File: config.mk
export PLATFORM = sky130hd
export DESIGN_NAME = demux_rr_dispatcher
export DESIGN_NICKNAME = d
export VERILOG_FILES = /design/src/rtl/demux_pkg.sv /design/src/rtl/rr_pick.sv /design/src/rtl/demux_rr_dispatcher.sv
export SDC_FILE = /design/constraint.sdc
export NUM_CORES = 1
export LEC_CHECK = 0
export CELL_PAD_IN_SITES_DETAIL_PLACEMENT = 0
export CELL_PAD_IN_SITES_GLOBAL_PLACEMENT = 1
export CORE_ASPECT_RATIO = 1.25
export CORE_MARGIN = 2
export CORE_UTILIZATION = 34
export DETAILED_ROUTE_END_ITERATION = 10
export PLACE_DENSITY = 0.87
export SYNTH_ARGS = -nofsm -noshare
export SYNTH_HDL_FRONTEND = slang
export SYNTH_SLANG_ARGS = --single-unit
File: constraint.sdc
create_clock -name clk -period 3.3 [get_ports clk]
set_input_delay 0.66 -clock clk [delete_from_list [all_inputs] [get_ports clk]]
set_output_delay 0.66 -clock clk [all_outputs]
set_load 0.02 [all_outputs]
File: src/rtl/demux_pkg.sv
// Shared definitions for the 1-to-8 demux dispatcher.
//   NUM_CH / SEL_W : channel count and select width
//   state_e        : IDLE (nothing held) / HOLD (one beat offered)
//   RR / DIRECTED  : encodings of the 'mode' input
package demux_pkg;

  localparam int unsigned NUM_CH = 8;
  localparam int unsigned SEL_W  = 3;

  typedef enum logic {
    IDLE,
    HOLD
  } state_e;

  localparam logic RR       = 1'b0;
  localparam logic DIRECTED = 1'b1;

endpackage

File: src/rtl/rr_pick.sv
// Combinational rotate-priority picker.
//   mask_i  : candidate channels
//   ptr_i   : last granted channel; search starts at ptr_i+1 and wraps
//   idx_o   : first set mask bit found from ptr_i+1 upward
//   found_o : mask_i has at least one bit set
module rr_pick
  import demux_pkg::*;
(
  input  logic [NUM_CH-1:0] mask_i,
  input  logic [SEL_W-1:0]  ptr_i,
  output logic [SEL_W-1:0]  idx_o,
  output logic              found_o
);

  always_comb begin
    idx_o   = '0;
    found_o = 1'b0;
    for (int unsigned k = 0; k < NUM_CH; k++) begin
      // Offset wraps naturally in SEL_W bits, giving the 7->0 rotation.
      logic [SEL_W-1:0] cand;
      cand = ptr_i + SEL_W'(k + 1);
      if (!found_o && mask_i[cand]) begin
        idx_o   = cand;
        found_o = 1'b1;
      end
    end
  end

endmodule

File: src/rtl/demux_rr_dispatcher.sv
// Sequencing controller for the 1-to-8 demux datapath: accepts one
// valid/ready stream and steers each beat to a channel, round-robin over
// enabled channels or directed by 'dest'. A one-entry holding register
// sits between the producer and the eight consumers.
//   clk, rst_n           : clock, synchronous active-low reset
//   mode, dest, chan_en  : steering controls, sampled on acceptance
//   in_valid/in_data/in_ready : producer side
//   out_valid (one-hot), out_data, out_ready : consumer side
//   cur_sel              : channel of the held beat (demux select)
//   beat_cnt             : delivered beats, wrapping
//   drop_cnt             : directed beats discarded, saturating at 255
module demux_rr_dispatcher
  import demux_pkg::*;
#(
  parameter int unsigned DATA_W = 8,
  parameter int unsigned CNT_W  = 16
) (
  input  logic              clk,
  input  logic              rst_n,
  input  logic              mode,
  input  logic [SEL_W-1:0]  dest,
  input  logic [NUM_CH-1:0] chan_en,
  input  logic              in_valid,
  input  logic [DATA_W-1:0] in_data,
  output logic              in_ready,
  output logic [NUM_CH-1:0] out_valid,
  output logic [DATA_W-1:0] out_data,
  input  logic [NUM_CH-1:0] out_ready,
  output logic [SEL_W-1:0]  cur_sel,
  output logic [CNT_W-1:0]  beat_cnt,
  output logic [7:0]        drop_cnt
);

  state_e              state_q, state_d;
  logic [SEL_W-1:0]    sel_q, sel_d;
  logic [DATA_W-1:0]   data_q, data_d;
  logic [SEL_W-1:0]    ptr_q, ptr_d;
  logic [NUM_CH-1:0]   ov_q, ov_d;
  logic [CNT_W-1:0]    beat_q, beat_d;
  logic [7:0]          drop_q, drop_d;

  logic [SEL_W-1:0]    pick_idx;
  logic                pick_found;
  logic                deliver;
  logic                accept;
  logic                avail;

  rr_pick u_pick (
    .mask_i  (chan_en),
    .ptr_i   (ptr_q),
    .idx_o   (pick_idx),
    .found_o (pick_found)
  );

  // pick_found is equivalent to chan_en != 0.
  assign avail    = (mode == DIRECTED) || pick_found;
  assign deliver  = (state_q == HOLD) && out_ready[sel_q];
  assign in_ready = rst_n && ((state_q == IDLE) || deliver) && avail;
  assign accept   = in_valid && in_ready;

  always_comb begin
    state_d = state_q;
    sel_d   = sel_q;
    data_d  = data_q;
    ptr_d   = ptr_q;
    beat_d  = beat_q;
    drop_d  = drop_q;
    ov_d    = '0;

    if (deliver) begin
      beat_d  = beat_q + CNT_W'(1);
      state_d = IDLE;
    end

    // An accept in the same cycle as a deliver overrides the return to IDLE.
    if (accept) begin
      if (mode == DIRECTED) begin
        if (chan_en[dest]) begin
          state_d = HOLD;
          sel_d   = dest;
          data_d  = in_data;
        end else if (drop_q != '1) begin
          drop_d = drop_q + 8'(1);
        end
      end else begin
        state_d = HOLD;
        sel_d   = pick_idx;
        ptr_d   = pick_idx;
        data_d  = in_data;
      end
    end

    if (state_d == HOLD) begin
      ov_d[sel_d] = 1'b1;
    end
  end

  always_ff @(posedge clk) begin
    if (!rst_n) begin
      state_q <= IDLE;
      sel_q   <= '0;
      data_q  <= '0;
      ptr_q   <= SEL_W'(NUM_CH - 1);
      ov_q    <= '0;
      beat_q  <= '0;
      drop_q  <= '0;
    end else begin
      state_q <= state_d;
      sel_q   <= sel_d;
      data_q  <= data_d;
      ptr_q   <= ptr_d;
      ov_q    <= ov_d;
      beat_q  <= beat_d;
      drop_q  <= drop_d;
    end
  end

  assign out_valid = ov_q;
  assign out_data  = data_q;
  assign cur_sel   = sel_q;
  assign beat_cnt  = beat_q;
  assign drop_cnt  = drop_q;

endmodule

==> impl_metrics.toml <==
[floorplanning]
die_area_um2 = 9735
die_h_um = 109.8
fp-row-count = 38
pin_count = 75
coreArea_um2 = 8701
initial_utilization_pct = 35.00
dieWidth_um = 88.65

[synthesis]
syn_inst = 308
syn-num-nets = 343
async_flop_share_pct = 0
ys_seq_area_share_pct = 30.90
synth.distinct_cells = 73
synth_flop_cell = "dfxtp_1"
syn_avg_cell_area_um2 = 9.888
synth_area_um2 = 3045
yosysWarningCount = 0
synth_edf_count = 0
synth_seq_cells = 47

[layout]
drive_above_1_share_pct = 29.64
fillers = 804
n_antenna_cell = 0
seq_area_um2 = 945.9
areaGrowthSynthToFinish_pct = 48.89
multi_input_area_um2 = 2047
nets = 476
fin_util_pct = 52.11
final_cell_mix = "clkdlybuf4s50_1, buf_4, dfxtp_1"
final_common_cell = "clkdlybuf4s50_1"
finalInstanceArea_um2 = 4534

[sta]
hold_violations = 0
finClkSkew_ns = 0.01052
maxSlewHeadroom_pct = 56.49
min_period_over_period_pct = 101.0
tightest_slew_ns = 0.6488
slew_violations = 0
hold_slack_ns = 0.5024
setup_viol = 1
rsz0062_at_grt = "true"
period_needed_ns = 3.334
timing.fmax_ghz = 0.2999
fin_ws_ns = -0.03399
finalSetupTns_ns = -0.03399

[global_route]
overflow = 0
grtUsageMet1_pct = 22.13
grt_start_max_net_pins = 24
top_usage_layer = "met2"
antenna_found_initial = 0
grtUsageMet3_pct = 5.180
grt_pass1_wl_mm = 13.59
grt_pass1_vias = 2752
grt_util_met2_pct = 29.26
grtUsageTotal_pct = 18.16

[detailed_routing]
post_drt_wl_per_cell_um = 15.36
drc = 0
routed_wl_mm = 8.632
vias = 2851
drt_iter0_drc = 88
drt_first_pass_iters = 4
vias_per_cell = 5.073
drtAntennaViolNets = 0

[worst_setup_path]
critical_path_class = "register to output port"
end_kind = "output port"
crit_required_ns = 2.64
crit_fanout = 4
arrival_ns = 2.67
startpoint_type = "register"

[pwr]
ir_drop_mv = 0.3018
power_density_nw_per_um2 = 353.2
leakagePower_nw = 1.798

[clock_network]
path_clk_slew_ns = 0.09
cts_tree = "done"
numCtsBuffers = 5
cts_root_buf = "clkbuf_8"
insertion_delay_ns = 0.31
numClockSinks = 47
clk_path_buf_depth = 2
htreeDepth = 2

[run]
drv_cap = 0

[min_path]
min_path_type = "register to register"

[status]
violations = "setup timing"
status = "finished with violations"

[place]
port_buffers = 74
place_area_um2 = 4345
gp_congestion = 0.8787
dp_hpwl_mm = 6.673
[flip-flops by register name, indices dropped and copies added (netlist names)]
signal and flops:
beat_cnt 16, drop_cnt 8, out_data 8, out_valid 8
cur_sel 3, ptr_q 3, state_q 1
[timing repair]
item,CTS,global route
cloned,0,1
pin swaps,2,2
gates resized for setup,30,7
endpoints found under the setup margin,10,8
hold buffers,0,0
buffers inserted,2,0
[metal layers]
layer / up-vias / routed length, um / part of all wire, %
li1: 1396 / - / -
met1: 1344 / 3526 / 41
met2: 92 / 4289 / 50
met3: 19 / 547 / 6.3
met4: 0 / 269 / 3.1
met5: - / 0 / 0
[path summary, 6_finish.rpt]
check / start / to / slack [ns] / depth (start not counted)
max: ptr_q[0] / in_ready / -0.03 / 8
min: out_data[3] / out_data[3] / 0.50 / 2
max reg2reg: ptr_q[0] / out_valid[0] / 0.15 / 13
min reg2reg: out_data[3] / out_data[3] / 0.50 / 2
[per-stage QoR]
step                setup WS (ns)  power [W]  instances
floorplan                 0.01876  0.0009582        308
global placement          -0.7386   0.001203        551
detailed placement        -0.7635   0.001214        551
CTS                      -0.04102   0.001594        561
global route             -0.09746   0.001683        562
finish                   -0.03399   0.001601        562
[synth_stat cells (2+ instances only)]
cell	n	share of area [%]
a21oi_1	8	1.3
xnor2_1	14	4.0
nor2b_1	2	0.41
dfxtp_1	47	31
nor4_1	2	0.41
or3_1	2	0.41
nor2_1	35	4.3
nand2b_1	3	0.62
mux4_2	16	12
nand3_1	15	2.5
buf_6	6	2.2
nor3_1	5	0.82
nand4_1	2	0.41
mux2_2	7	2.6
ha_1	4	1.6
o21ai_0	9	1.5
and2_1	4	0.82
clkbuf_1	6	0.74
o211ai_1	2	0.49
mux2i_1	18	5.9
and3_1	5	1.0
a211oi_1	6	1.5
inv_1	10	1.2
nand2_1	21	2.6
xor2_1	11	3.2
[kinds of logic after synthesis]
| kind of cell | after synthesis | synth area share, % |
|---|---|---|
| XOR/XNOR | 25 | 7.190 |
| buffers and inverters | 25 | 4.766 |
| AO/OA/AOI/OAI | 47 | 13.31 |
| adder cells (fa/ha/maj) | 4 | 1.643 |
| flip-flops | 47 | 30.90 |
| multiplexers | 42 | 20.79 |
| AND/OR/NAND/NOR | 118 | 21.41 |
[where the power goes]
| part | switching, W | internal, W |
|---|---|---|
| Sequential | 0.0000178 | 0.000586 |
| Combinational | 0.000305 | 0.000335 |
| Clock | 0.000189 | 0.000169 |
[cell type report]
class	instances	share of cell area (%)
Clock inverter	1	0.1104
Sequential cell	47	20.86
Clock buffer	7	1.904
Timing Repair Buffer	138	27.46
Multi-Input combinational cell	237	45.14
Inverter	12	1.214
Tap cell	120	3.311
[worst max-delay path, cell delays in order, from the launching register on]
cell      delay, ns
dfxtp_4        0.40
inv_4          0.04
ha_4           0.28
mux4_2         0.35
mux2_4         0.29
nand2b_4       0.14
or4b_4         0.54
and3_4         0.17
buf_6          0.13
Note: power is estimated with default switching activity, not from simulation.
